$ cat config.mk
export PLATFORM = sky130hd
export DESIGN_NAME = mfcc_feat_framer
export DESIGN_NICKNAME = d
export VERILOG_FILES = /design/src/rtl/vad_pkg.sv /design/src/rtl/feat_bank_ram.sv /design/src/rtl/mfcc_feat_framer.sv
export SDC_FILE = /design/constraint.sdc
export NUM_CORES = 1
export LEC_CHECK = 0
export CORE_ASPECT_RATIO = 1.2
export CORE_MARGIN = 1.5
export CORE_UTILIZATION = 44
export DETAILED_ROUTE_END_ITERATION = 8
export PLACE_DENSITY = 0.56
export SLEW_MARGIN = 30
export SYNTH_ARGS = -nofsm -noshare
export SYNTH_HDL_FRONTEND = slang
export SYNTH_SLANG_ARGS = --single-unit
export TNS_END_PERCENT = 30
$ cat constraint.sdc
create_clock -name clk -period 10.25 [get_ports clk]
set_input_delay 2.5625 -clock clk [delete_from_list [all_inputs] [get_ports clk]]
set_output_delay 2.5625 -clock clk [all_outputs]
set_load 0.01 [all_outputs]
$ cat src/rtl/vad_pkg.sv
// Shared defaults and state encodings for the MFCC feature framer.
package vad_pkg;

  localparam int N_MFCC = 13;
  localparam int FEAT_W = 32;

  typedef enum logic [1:0] {
    W_FILL   = 2'd0,
    W_DROP   = 2'd1,
    W_RESYNC = 2'd2
  } wr_state_t;

  typedef enum logic [1:0] {
    R_IDLE   = 2'd0,
    R_STREAM = 2'd1,
    R_GAP    = 2'd2
  } rd_state_t;

  // Index width for a counter covering 0..n-1, never narrower than one bit.
  function automatic int idx_width(input int n);
    return (n > 1) ? $clog2(n) : 1;
  endfunction

endpackage

$ cat src/rtl/feat_bank_ram.sv
// Two-bank coefficient store: one write port, one registered read port.
// Address is {bank, index}; depth is rounded up to a power of two so the
// concatenated address can never point outside the array.
module feat_bank_ram #(
  parameter int DATA_W = 32,
  parameter int AW     = 5
) (
  input  logic              clk,
  input  logic              rst,
  input  logic              we,
  input  logic [AW-1:0]     waddr,
  input  logic [DATA_W-1:0] wdata,
  input  logic              re,
  input  logic [AW-1:0]     raddr,
  output logic [DATA_W-1:0] rdata
);

  logic [DATA_W-1:0] mem [2**AW];

  // Synchronous write, no reset on the array so it maps to distributed RAM.
  always_ff @(posedge clk) begin
    if (we) begin
      mem[waddr] <= wdata;
    end
  end

  // Registered read; the output register holds its value between bursts.
  always_ff @(posedge clk) begin
    if (rst) begin
      rdata <= '0;
    end else if (re) begin
      rdata <= mem[raddr];
    end
  end

endmodule

$ cat src/rtl/mfcc_feat_framer.sv
// MFCC feature framer: collects one frame of coefficients into a ping-pong
// buffer and replays it as a single contiguous burst with no back-pressure.
//
// state    | meaning
// ---------+-----------------------------------------------------------
// W_FILL   | writing coefficients of the current frame into bank wb
// W_DROP   | both banks full at frame start; swallowing the whole frame
// W_RESYNC | frame ran past N_FEAT without last; waiting for coef_last
// R_IDLE   | waiting for bank rb to become full
// R_STREAM | reading bank rb, one word per cycle
// R_GAP    | enforcing idle cycles between output frames
module mfcc_feat_framer
  import vad_pkg::*;
#(
  parameter int N_FEAT = N_MFCC,
  parameter int DATA_W = FEAT_W,
  parameter int GAP    = 0
) (
  input  logic              clk,
  input  logic              rst,
  input  logic              coef_valid,
  input  logic [DATA_W-1:0] coef_data,
  input  logic              coef_last,
  output logic              tvalid_mfcc_feat,
  output logic [DATA_W-1:0] mfcc_feat,
  output logic              tlast_mfcc_feat,
  output logic              overflow,
  output logic              len_err,
  output logic              busy
);

  localparam int             IW       = idx_width(N_FEAT);
  localparam int             GW       = $clog2(GAP + 2);
  localparam logic [IW-1:0]  LAST_IDX = IW'(N_FEAT - 1);
  localparam logic [GW-1:0]  GAP_LOAD = GW'((GAP > 0) ? (GAP - 1) : 0);

  wr_state_t      w_state;
  logic [IW-1:0]  widx;
  logic           wb;

  rd_state_t      r_state;
  logic [IW-1:0]  ridx;
  logic           rb;
  logic [GW-1:0]  gap_cnt;

  logic [1:0]     full;

  logic           wr_fire;
  logic           wr_done;
  logic           rd_fire;
  logic           rd_done;

  // The write is gated by full[wb] only at idx 0; once a frame is accepted
  // its bank cannot become full underneath it, since only the writer sets it.
  assign wr_fire = coef_valid && (w_state == W_FILL) && !((widx == '0) && full[wb]);
  assign wr_done = wr_fire && coef_last && (widx == LAST_IDX);
  assign rd_fire = (r_state == R_STREAM);
  assign rd_done = rd_fire && (ridx == LAST_IDX);

  assign busy = (|full) || (r_state == R_STREAM) || tvalid_mfcc_feat;

  // Bank-full flags: writer sets, reader clears; they always hit different banks.
  always_ff @(posedge clk) begin
    if (rst) begin
      full <= '0;
    end else begin
      full[0] <= (full[0] && !(rd_done && !rb)) || (wr_done && !wb);
      full[1] <= (full[1] && !(rd_done &&  rb)) || (wr_done &&  wb);
    end
  end

  // Write-side FSM: frame assembly, length checking and overflow dropping.
  always_ff @(posedge clk) begin
    if (rst) begin
      w_state  <= W_FILL;
      widx     <= '0;
      wb       <= 1'b0;
      overflow <= 1'b0;
      len_err  <= 1'b0;
    end else begin
      overflow <= 1'b0;
      len_err  <= 1'b0;
      case (w_state)
        W_FILL: begin
          if (coef_valid) begin
            if ((widx == '0) && full[wb]) begin
              // A one-word frame into a full buffer is still an overflow, not a length error.
              if (coef_last) begin
                overflow <= 1'b1;
              end else begin
                widx    <= IW'(1);
                w_state <= W_DROP;
              end
            end else if (coef_last) begin
              widx <= '0;
              if (widx == LAST_IDX) begin
                wb <= ~wb;
              end else begin
                len_err <= 1'b1;
              end
            end else if (widx == LAST_IDX) begin
              len_err <= 1'b1;
              widx    <= '0;
              w_state <= W_RESYNC;
            end else begin
              widx <= widx + 1'b1;
            end
          end
        end
        W_DROP: begin
          if (coef_valid) begin
            if (coef_last || (widx == LAST_IDX)) begin
              overflow <= 1'b1;
              widx     <= '0;
              w_state  <= W_FILL;
            end else begin
              widx <= widx + 1'b1;
            end
          end
        end
        W_RESYNC: begin
          if (coef_valid && coef_last) begin
            widx    <= '0;
            w_state <= W_FILL;
          end
        end
        default: begin
          widx    <= '0;
          w_state <= W_FILL;
        end
      endcase
    end
  end

  // Read-side FSM: burst replay, inter-frame gap, and aligned valid/last.
  always_ff @(posedge clk) begin
    if (rst) begin
      r_state          <= R_IDLE;
      ridx             <= '0;
      rb               <= 1'b0;
      gap_cnt          <= '0;
      tvalid_mfcc_feat <= 1'b0;
      tlast_mfcc_feat  <= 1'b0;
    end else begin
      // Valid/last trail the read enable by one cycle to line up with rdata.
      tvalid_mfcc_feat <= rd_fire;
      tlast_mfcc_feat  <= rd_done;
      case (r_state)
        R_IDLE: begin
          if (full[rb]) begin
            ridx    <= '0;
            r_state <= R_STREAM;
          end
        end
        R_STREAM: begin
          if (ridx == LAST_IDX) begin
            ridx <= '0;
            rb   <= ~rb;
            if (GAP > 0) begin
              gap_cnt <= GAP_LOAD;
              r_state <= R_GAP;
            end else if (full[rb ^ 1'b1]) begin
              r_state <= R_STREAM;
            end else begin
              r_state <= R_IDLE;
            end
          end else begin
            ridx <= ridx + 1'b1;
          end
        end
        R_GAP: begin
          if (gap_cnt == '0) begin
            r_state <= R_IDLE;
          end else begin
            gap_cnt <= gap_cnt - 1'b1;
          end
        end
        default: begin
          r_state <= R_IDLE;
        end
      endcase
    end
  end

  feat_bank_ram #(
    .DATA_W (DATA_W),
    .AW     (IW + 1)
  ) u_bank_ram (
    .clk   (clk),
    .rst   (rst),
    .we    (wr_fire),
    .waddr ({wb, widx}),
    .wdata (coef_data),
    .re    (rd_fire),
    .raddr ({rb, ridx}),
    .rdata (mfcc_feat)
  );

endmodule

# ---- Yosys cells after proc, flatten, opt, wreduce, memory -nomap -nowiden
# Memories as Yosys holds them, arrays and structs flattened. A register that Yosys moved wholly into a read port is not among the register bits.
# Cells that the tools add are included.
dict set report totals {
  regBits 21
  ram_bits 1024
  input_bits 36
  wordCells 119
  n_memories 1
}
dict set report classes {
  addsub 3
  n_lt_le_gt_ge 3
  eq_ne 16
  n_mux 44
  n_bitwise 5
  reduce_logical 35
}
# memory words word_bits read_ports rd_ports_with_merged_regs write_ports line_no
set mem_list {}
lappend mem_list {u_bank_ram.mem 32 32 1 1 1 feat_bank_ram.sv:18} ;# logic [DATA_W-1:0] mem [2**AW];
# op n
set op_table {}
lappend op_table {{$mux W4} 10}
lappend op_table {{$mux W2} 11}
lappend op_table {{$mux W1} 18}
lappend op_table {{$ne A2 B2 Y1 const B} 7}
lappend op_table {{$logic_and A1 B1 Y1} 13}
lappend op_table {{$pmux W2 S3} 2}
lappend op_table {{$pmux W4 S3} 1}
lappend op_table {{$add A4 B1 Y4 const B} 2}
lappend op_table {{$eq A4 B4 Y1 const B} 2}
lappend op_table {{$pmux W4 S2} 1}
lappend op_table {{$lt A1 B2 Y1 const B} 3}
lappend op_table {{$reduce_and A6 Y1} 1}
lappend op_table {{$logic_not A1 Y1} 5}
lappend op_table {{$logic_or A1 B1 Y1} 5}
lappend op_table {{$not A1 Y1} 5}
lappend op_table {{$reduce_and A5 Y1} 1}
lappend op_table {{$eq A2 B1 Y1 const B} 2}
lappend op_table {{$eq A2 B2 Y1 const B} 2}
lappend op_table {{$logic_not A2 Y1} 2}
lappend op_table {{$logic_not A4 Y1} 1}
lappend op_table {{$reduce_and A2 Y1} 2}
lappend op_table {{$reduce_and A4 Y1} 1}
lappend op_table {{$reduce_or A4 Y1} 1}
lappend op_table {{$ne A3 B1 Y1 const B} 1}
lappend op_table {{other kinds (7)} 7}

# ---- Depth between registers and ports, before layout
# Gate-level depths: netlist of run 1.
dict set report logic_depth {
  word_depth 9
  mapped_depth 12
}

# ---- Hierarchy
# Synthesis of run 1 repeated with hierarchy kept, for this count alone.
dict set report hier_totals {
  hier_cells 2349
  hier_area_um2 41710.0
}
# module instances cells_per_inst area_each_um2 seq_area_each_um2
set by_module_without_submodules {}
lappend by_module_without_submodules {feat_bank_ram 1 2238 40749.1 31390.1}
lappend by_module_without_submodules {mfcc_feat_framer 1 111 960.9 380.4}

# ---- Least setup slack after synthesis of run 1
# OpenSTA, ideal clock, no wires.
dict set report synth_timing {
  path_kind {input to register}
  start {input port coef_valid}
  end {register full[1]}
  t_arrival_ns 5.774
  required_time_ns 10.175
  setup_slack_ns 4.401
  stages 4
  path_cell_list {or3b_2 nor3_1 a22oi_1 nor2_1}
}
dict set report synth_between {
  elab_chain_cells 6
}
# element line_no
set synth_rtl {}
lappend synth_rtl {{start, declared} mfcc_feat_framer.sv:21} ;# input logic coef_valid,
lappend synth_rtl {{$logic_and A1 B1 Y1 (2 in a row)} mfcc_feat_framer.sv:55} ;# assign wr_fire = coef_valid && (w_state == W_FILL) && !((widx == '0) && full[wb]);
lappend synth_rtl {{$logic_and A1 B1 Y1 (2 in a row)} mfcc_feat_framer.sv:56} ;# assign wr_done = wr_fire && coef_last && (widx == LAST_IDX);
lappend synth_rtl {{$logic_and A1 B1 Y1} mfcc_feat_framer.sv:68} ;# full[1] <= (full[1] && !(rd_done && rb)) || (wr_done && wb);
lappend synth_rtl {{$logic_or A1 B1 Y1} mfcc_feat_framer.sv:68}
lappend synth_rtl {{end signal, assigned} mfcc_feat_framer.sv:68}
lappend synth_rtl {{end, declared} mfcc_feat_framer.sv:46} ;# logic [1:0] full;
# No other way between the ends.
# A chain may end at the register's enable or synchronous reset.

# ---- Worst setup path in the final report of run 1
dict set report layout_timing {
  start {input port coef_valid}
  end {memory u_bank_ram.mem[19][22] (enable)}
}
dict set report layout_between {
  elab_chain_cells 4
}
# element line_no
set layout_rtl {}
lappend layout_rtl {{$logic_and A1 B1 Y1 (2 in a row)} mfcc_feat_framer.sv:55}
lappend layout_rtl {{$mux W1} feat_bank_ram.sv:22} ;# if (we) begin
lappend layout_rtl {{$mux W1 (not written as such)} feat_bank_ram.sv:23} ;# mem[waddr] <= wdata;
lappend layout_rtl {{end, declared} feat_bank_ram.sv:18}
# No other way between the ends.

==> impl_metrics.tcl, run 1 <==
set metrics [dict create \
    ys_types 47 \
    fmax_mhz 174.3 \
    cts_root_buf "clkbuf_16" \
    power_switching_share_pct 19.99 \
    fin_crit_sh_pct 55.96 \
    p_int_mw 7.142 \
    clock_power_share_pct 44.0 \
    pwr-share-comb_pct 2.0 \
    drtPass1Iterations 6 \
    outcome "finished, final reports clean" \
    finalHoldViolCount 0 \
    post_drt_wl_per_cell_um 29.50 \
    ctsHoldBuffers 0 \
    final_max_slew_viol_count 0 \
    numCtsBuffers 105 \
    final_common_cell "edfxtp_1" \
    ant_nets 0 \
    diodes 0 \
    drt_iter0_drc 1781 \
    async_flop_share_pct 0 \
    antenna_found_initial 2 \
    synthDominantCellAreaShare_pct 75.23 \
    vdd_ir_drop_max_mv 0.1496 \
    worst_slack_ps 4514 \
    maxCapViolCount 0 \
    vias_per_cell 5.818 \
    grt_remaining_overflow 0 \
    start_kind "primary input" \
    cts_max_path_buffers 3 \
    final_cell_area_sq_mm 0.04775 \
    crit_required_ps 10630 \
    place_ws_ps 3752 \
    synth_edf_count 1024 \
    cellLeakagePower_nw 14.44 \
    synth-seq-area-share_pct 77.73 \
    setup_viol 0 \
    dp_hpwl_um 62290 \
    synth_area_leaders "edfxtp_1 (75%), mux4_2 (11%), mux2i_1 (3.1%)" \
    period_needed_ps 5736 \
    p_sw_mw 1.784 \
    syn_nets 1955 \
    postRouteWirelength_um 99690 \
    row_count 122 \
    cts_resized 0 \
    die_h_um 336.9 \
    mostFrequentLayoutCells "edfxtp_1 (1024), mux4_2 (193), mux2i_1 (128)" \
    start_util_pct 44.33 \
    crit_path_end_kind "flop" \
    dp_cells 3176 \
    h-tree-depth 3 \
    syn_area_per_cell_sq_um 21.38 \
    grt_start_max_net_pins 120 \
    arrival_ps 6110 \
    grt_use_total_pct 21.40 \
    grt_pass1_vias 20030 \
    die_area_sq_mm 0.09474 \
    maxSlewHeadroom_pct 31.46 \
    yosysTopAreaCell "edfxtp_1" \
    clock_sinks 1075 \
    rsz0062_at_grt "false" \
    netlist_area_sq_mm 0.04087 \
    clk_latency_ps 680 \
    cts_setup_buffers 0 \
    worstMarginPinSlew_ps 1028 \
    core_area_sq_mm 0.09220 \
    fin_skew_ps 34.34 \
    cts_tree "built" \
    path_clk_slew_ps 60 \
    yosysWarnings 0 \
    drc_errors 0 \
    rrSetupSlack_ps 6000 \
    placed_area_sq_mm 0.04404 \
    nets 2092 \
    hold_class "flop to flop" \
    timing.setup.tns_ps 0 \
    p_per_area_mw_per_mm2 187.0 \
    vias 19660 \
    grt_pass1_wl_um 144000 \
    nFillCells 7260 \
    final_cells 3379 \
    netlist_instances 1912 \
    die_x_um 281.2 \
    hold_slack_ps 478.0 \
    utilization_pct 51.79 \
    pwr-share-seq_pct 54.0 \
    drive_gt1_share_pct 24.26 \
    port_buffers 72 \
    crit_type "primary input to flop" \
    crit_fanout 12 \
    synth_top_flop_cell "edfxtp_1" \
    ys_ff_latch 1075 \
    finalWeightedCongestion 0.8042 \
    power_mw 8.927 \
    pin_count 73 \
    syn_to_final_growth_pct 16.82 \
]
flip-flops by register name (all words and copies together), names as in the netlist:
signal / flops
wb: 1
r_state: 1
u_bank_ram.rdata: 32
widx: 4
w_state: 2
ridx: 4
len_err: 1
tlast_mfcc_feat: 1
rb: 1
overflow: 1
u_bank_ram.mem: 1024
tvalid_mfcc_feat: 1
full: 2
area by class of cell:
cell class / count / area [sq um] / area share [%]
timing repair buffer: 146 / 2066 / 4.326
multi-input combinational: 711 / 8770 / 18.37
tap: 1240 / 1551 / 3.249
clock buffer: 131 / 2815 / 5.896
sequential: 1075 / 31790 / 66.57
clock inverter: 66 / 723.2 / 1.515
inverter: 10 / 37.54 / 0.07861
final timing paths:
kind,startpoint,end,depth (start not counted)
min reg2reg,u_bank_ram.rdata[31],u_bank_ram.rdata[31],1
min,u_bank_ram.rdata[31],u_bank_ram.rdata[31],1
max,coef_valid,u_bank_ram.mem[19][22],7
max reg2reg,ridx[0],u_bank_ram.rdata[10],7
layer usage:
metal	track usage, %	wire, um	part of all wire [%]
met2	37.89	52880	53
met5	0	0	0
met3	2.924	4541	4.6
met1	27.90	40420	41
met4	5.296	1851	1.9
power groups by stage:
stage	Clock (mW)	Combinational, mW	Sequential (mW)
3_5_place_dp	0	0.184	4.92
5_1_grt	4.17	0.191	4.82
6_report	3.93	0.179	4.82
4_1_cts	3.99	0.184	4.82
2_1_floorplan	0	0.0431	4.92
3_3_place_gp	0	0.173	4.92
critical path, cell delays in order:
cell and delay, ps:
clkdlybuf4s50_1 540, or3b_2 490, a31oi_1 670, nand2_1 750
nor2_4 690, buf_16 220, buf_8 160
kinds of logic (layout without fill, tap and decap cells):
family	count (synthesis)	after routing	share of synthesized area, %
DFF	1075	1075	77.73
buffers and inverters	126	353	1.512
adders and majority gates	7	7	0.2143
AOI/OAI and AO/OA	284	284	5.532
muxes	323	323	13.82
xor gates and xnor gates	1	1	0.02143
and+or+nand+nor	96	96	1.166
synthesized netlist by cell type (2+ instances only):
library cell,instances
a2111oi_2,32
a211oi_1,4
a21oi_1,73
a22o_1,62
a22oi_1,36
a31oi_1,3
and2_1,3
and3_1,3
buf_1,5
buf_2,28
buf_4,11
buf_6,9
clkbuf_1,62
dfxtp_1,51
edfxtp_1,1024
ha_1,7
inv_1,10
mux2_2,2
mux2i_1,128
mux4_2,193
nand2_1,12
nand3_1,9
nand3b_1,6
nor2_1,41
nor2b_1,3
nor3_1,4
nor3b_1,2
o21ai_0,5
o221ai_1,32
o22ai_1,31
or3_1,2
or3b_2,3
or4_1,2
(Power assumes the default switching activity.)
==> inputs of run 2 (changes only) <==
==> constraint.sdc (replaced) <==
create_clock -name clk -period 5.7 [get_ports clk]
set_input_delay 1.425 -clock clk [delete_from_list [all_inputs] [get_ports clk]]
set_output_delay 1.425 -clock clk [all_outputs]
set_load 0.01 [all_outputs]
==> run 2 against run 1 <==
  * Cell count about the same
  * Worst hold slack improved by 0.89 ps
  * Combinational power is 76% higher
  * Critical path depth shrank 5
  * Sequential power is 80% higher
  * Cell area shrank 1.6%
  * Clock power up 78%
  * First-iteration DRC count shrank 10%
  * Critical path type is now flop to output pin
  * Critical endpoint is now busy
==> impl_metrics.tcl, run 2 (synthesized netlist as in run 1, its figures left out) <==
set metrics [dict create \
    ant_nets 0 \
    vias 19480 \
    crit_family "simple AND/OR/NAND/NOR gates" \
    crit_type "flop to output pin" \
    p_sw_mw 3.226 \
    h-tree-depth 3 \
    grt_start_max_net_pins 82 \
    arrival_ps 2150 \
    p_per_area_mw_per_mm2 340.7 \
    postRouteWirelength_um 102300 \
    largest_reg_flops 1024 \
    vdd_ir_drop_max_mv 0.2558 \
    clock_power_share_pct 43.8 \
    dp_hpwl_um 62790 \
    row_count 122 \
    clock_sinks 1075 \
    hold_class "flop to flop" \
    cellLeakagePower_nw 14.20 \
    met2_usage_pct 38.53 \
    nFillCells 7388 \
    ctsHoldBuffers 0 \
    cts_tree "built" \
    grt_pass1_vias 20170 \
    final_cells 3377 \
    p_int_mw 12.78 \
    rsz0062_at_grt "false" \
    fmax_mhz 280.1 \
    outcome "finished, final reports clean" \
    vias_per_cell 5.769 \
    drc_errors 0 \
    cp_num_buf_inv 1 \
    crit_path_end_kind "output pin" \
    timing.setup.tns_ps 0 \
    grt_most_used_layer "met2" \
    drt_iter0_drc 1603 \
    syn_to_final_growth_pct 14.93 \
    crit_fanout 11 \
    dp_cells 3175 \
    crit_required_ps 4280 \
    power_switching_share_pct 20.16 \
    worstMarginPinSlew_ps 983.5 \
    cp_slowest_cell "or4_1" \
    maxCapViolCount 0 \
    port_buffers 72 \
    grt_remaining_overflow 0 \
    path_clk_slew_ps 60 \
    mostFrequentLayoutCells "edfxtp_1 (1024), mux4_2 (193), mux2i_1 (128)" \
    post_drt_wl_per_cell_um 30.30 \
    finalWeightedCongestion 0.7930 \
    fin_crit_sh_pct 62.64 \
    path_cells "or4_1 -> clkdlybuf4s50_1" \
    grt_use_met1_pct 27.89 \
    core_area_sq_mm 0.09220 \
    pwr-share-seq_pct 54.2 \
    fin_skew_ps 30.77 \
    die_h_um 336.9 \
    use_met3_pct 2.488 \
    cts_resized 0 \
    cts_max_path_buffers 3 \
    pin_count 73 \
    drive_gt1_share_pct 25.20 \
    final_common_cell "edfxtp_1" \
    regMostFlops "u_bank_ram.mem" \
    numCtsBuffers 106 \
    antenna_found_initial 5 \
    die_area_sq_mm 0.09474 \
    utilization_pct 50.95 \
    die_x_um 281.2 \
    maxSlewHeadroom_pct 34.43 \
    grt_pass1_wl_um 145800 \
    finalHoldViolCount 0 \
    clk_latency_ps 680 \
    rrSetupSlack_ps 2170 \
    critPathMaxStageDelay_ps 550 \
    drtPass1Iterations 5 \
    grt_use_total_pct 21.88 \
    cts_root_buf "clkbuf_16" \
    start_util_pct 44.33 \
    start_kind "flop" \
    period_needed_ps 3570 \
    setup_viol 0 \
    nets 2089 \
    final_max_slew_viol_count 0 \
    reg_top3 "u_bank_ram.mem (1024), u_bank_ram.rdata (32)" \
    cts_setup_buffers 0 \
    pwr-share-comb_pct 2.0 \
]
## run 2: cell types whose count changed in the layout (fill, tap and decap cells not counted), sizes merged
cell           before  now
buf                90   97
bufinv             13   10
clkbuf            132  127
clkdlybuf4s50      55   45
clkinv             49   53
clkinvlp            0    4
diode               0    2
inv                14   13
## run 2: stage by stage
step                total power [mW]  hold slack, ps  setup WS, ps  area, sq um
floorplan                      8.920           477.3         989.0        40870
finish                         16.00           478.9          2130        46980
global placement               9.151           461.7          1500        43340
CTS                            16.14           482.0          2093        46890
global route                   16.45           498.8          2044        46970
detailed placement             9.161           467.5          1485        43360
## run 2: final timing paths
check / start / end / depth (start not counted)
setup / recovery: r_state[0] / busy / 2
hold / removal: u_bank_ram.rdata[7] / u_bank_ram.rdata[7] / 1
hold reg to reg: u_bank_ram.rdata[7] / u_bank_ram.rdata[7] / 1
setup reg to reg: ridx[1] / u_bank_ram.rdata[29] / 7
## run 2: power by group through the flow
| stage | clock network (mW) | registers, mW | logic (mW) |
|---|---|---|---|
| global route | 7.45 | 8.67 | 0.334 |
| floorplan | 0 | 8.84 | 0.0774 |
| finish | 7.01 | 8.67 | 0.315 |
| detailed placement | 0 | 8.84 | 0.318 |
| global placement | 0 | 8.84 | 0.311 |
| CTS | 7.15 | 8.67 | 0.319 |
## run 2: cell type report
class	count	area (sq um)	share of cell area (%)
sequential	1075	31790	67.66
multi-input combinational	711	8770	18.67
clock buffer	127	2865	6.099
tap	1240	1551	3.303
timing repair buffer	142	1296	2.759
clock inverter	70	665.6	1.417
inverter	10	37.54	0.07990
antenna	2	5.005	0.01065
## run 2: layer usage
layer,wire (um),share of wire [%]
met5,0,0
met1,40740,40
met4,3459,3.4
met2,53830,53
met3,4310,4.2
==> inputs of run 3 (changes only) <==
--- a/config.mk
+++ b/config.mk
@@ -9,7 +9,7 @@
 export CORE_MARGIN = 1.5
 export CORE_UTILIZATION = 44
 export DETAILED_ROUTE_END_ITERATION = 8
-export PLACE_DENSITY = 0.56
+export PLACE_DENSITY = 0.58
 export SLEW_MARGIN = 30
 export SYNTH_ARGS = -nofsm -noshare
 export SYNTH_HDL_FRONTEND = slang
==> constraint.sdc (replaced) <==
create_clock -name clk -period 3.1 [get_ports clk]
set_input_delay 0.775 -clock clk [delete_from_list [all_inputs] [get_ports clk]]
set_output_delay 0.775 -clock clk [all_outputs]
set_load 0.01 [all_outputs]
==> run 3 against run 2 <==
  * Cell area increased by 3.1%
  * Via count increased by 2.4%
  * Core utilization increased by 1.6 points
  * Non-clock buffer count increased by 104
  * Die area unchanged
  * Count of clock-buffer cells in the layout unchanged
  * Sequential cell count unchanged
  * Highest routed layer unchanged
  * Combinational power increased by 99%
  * Global-route usage decreased by 0.31 points
  * Largest power group unchanged
==> impl_metrics.tcl, run 3 (synthesized netlist as in run 1, its figures left out) <==
set metrics [dict create \
    numCtsBuffers 104 \
    start_util_pct 44.33 \
    finalHoldViolCount 0 \
    nets 2191 \
    outcome "finished, final reports clean" \
    grt_remaining_overflow 0 \
    drtPass1Iterations 5 \
    diodes 0 \
    period_needed_ps 2956 \
    maxSlewHeadroom_pct 41.95 \
    arrival_ps 2180 \
    drt_iter0_drc 1620 \
    cts_max_path_buffers 3 \
    pin_count 73 \
    reg2reg_depth 7 \
    whs_path_depth 1 \
    maxCapViolCount 0 \
    setup_viol 0 \
    fmax_mhz 338.3 \
    ctsHoldBuffers 0 \
    grt_pass1_wl_um 145800 \
    hold_class "flop to flop" \
    drc_errors 0 \
    nFillCells 7149 \
    vias 19960 \
    use_met3_pct 3.056 \
    reg_top3 "u_bank_ram.mem (1024), u_bank_ram.rdata (32)" \
    rrSetupSlack_ps 370 \
    die_h_um 336.9 \
    syn_to_final_growth_pct 18.54 \
    critPathLaunch "r_state[0]" \
    die_x_um 281.2 \
    grt_most_used_layer "met2" \
    power_mw 29.79 \
    path_clk_slew_ps 60 \
    antenna_found_initial 1 \
    final_cell_area_sq_mm 0.04845 \
    clk_latency_ps 680 \
    post_drt_wl_per_cell_um 28.82 \
    dp_hpwl_um 65510 \
    ant_nets 0 \
    crit_type "flop to output pin" \
    grt_pass1_vias 20600 \
    cts_setup_buffers 0 \
    grt_use_total_pct 21.57 \
    fin_skew_ps 30.48 \
    worstMarginPinSlew_ps 868.0 \
    cellLeakagePower_nw 14.86 \
    finalWeightedCongestion 0.8449 \
    cts_root_buf "clkbuf_16" \
    worst_hold_path.endpoint "u_bank_ram.rdata[26]" \
    row_count 122 \
    vdd_ir_drop_max_mv 0.4153 \
    cts_resized 0 \
    start_kind "flop" \
    min_from "u_bank_ram.rdata[26]" \
    vias_per_cell 5.742 \
    largest_reg_flops 1024 \
    drive_gt1_share_pct 27.15 \
    mostFrequentLayoutCells "edfxtp_1 (1024), mux4_2 (193), mux2i_1 (128)" \
    r2r_start "ridx[0]" \
    port_buffers 72 \
    final_max_slew_viol_count 0 \
    cts_tree "built" \
    rsz0062_at_grt "false" \
    clock_sinks 1075 \
    reg2reg_to "u_bank_ram.rdata[22]" \
    placed_area_sq_mm 0.04485 \
    p_per_area_mw_per_mm2 614.8 \
    grt_start_max_net_pins 47 \
    met2_usage_pct 37.30 \
    crit_fanout 11 \
    core_area_sq_mm 0.09220 \
    regMostFlops "u_bank_ram.mem" \
    die_area_sq_mm 0.09474 \
    crit_required_ps 2320 \
    final_common_cell "edfxtp_1" \
    grt_use_met1_pct 27.98 \
    h-tree-depth 3 \
    postRouteWirelength_um 100200 \
    fin_crit_sh_pct 95.35 \
    crit_path_end_kind "output pin" \
]
[run 3: how the worst max path moves through the flow]
stage	slack, ps	end
global route	50	busy
CTS	100	busy
detailed placement	-60	u_bank_ram.mem[27][25]
global placement	-80	u_bank_ram.mem[24][25]
floorplan	-490	u_bank_ram.mem[29][0]
finish	140	busy
[run 3: per-stage QoR]
step	setup WS, ps	util (%)	hold slack (ps)	cells	setup TNS, ps
floorplan	-492.4	-	477.3	1912	-480450
global placement	-80.14	48.64	457.6	3282	-23130
detailed placement	-57.38	48.64	466.9	3282	-9991
CTS	98.73	52.55	482.3	3476	0
global route	48.86	52.55	502.9	3476	0
finish	144.1	52.55	477.8	3476	0
[run 3: power breakdown]
group	switching [mW]	leakage [nW]	internal, mW
Sequential	0.0122	9.64	15.9
Combinational	0.449	3.46	0.178
Clock	5.42	1.75	7.80
[run 3: critical path: stages, from the launching register on]
cell	delay, ps
dfxtp_1	440
or4_1	570
clkdlybuf4s50_1	500
[run 3: layout make-up]
| cell class | instances | area (sq um) | share of cell area [%] |
|---|---|---|---|
| clock inverters | 67 | 878.3 | 1.813 |
| repair buffers | 246 | 2695 | 5.562 |
| multi-input cells | 711 | 8776 | 18.11 |
| flip-flops and latches | 1075 | 31790 | 65.60 |
| well taps | 1240 | 1551 | 3.202 |
| inverters | 10 | 37.54 | 0.07747 |
| clock buffers | 127 | 2729 | 5.632 |
[run 3: layer usage]
| layer | vias to the layer above | part of all wire, % |
|---|---|---|
| li1 | 8603 | - |
| met1 | 10620 | 40 |
| met2 | 608 | 52 |
| met3 | 133 | 4.8 |
| met4 | 0 | 3.0 |
| met5 | - | 0 |
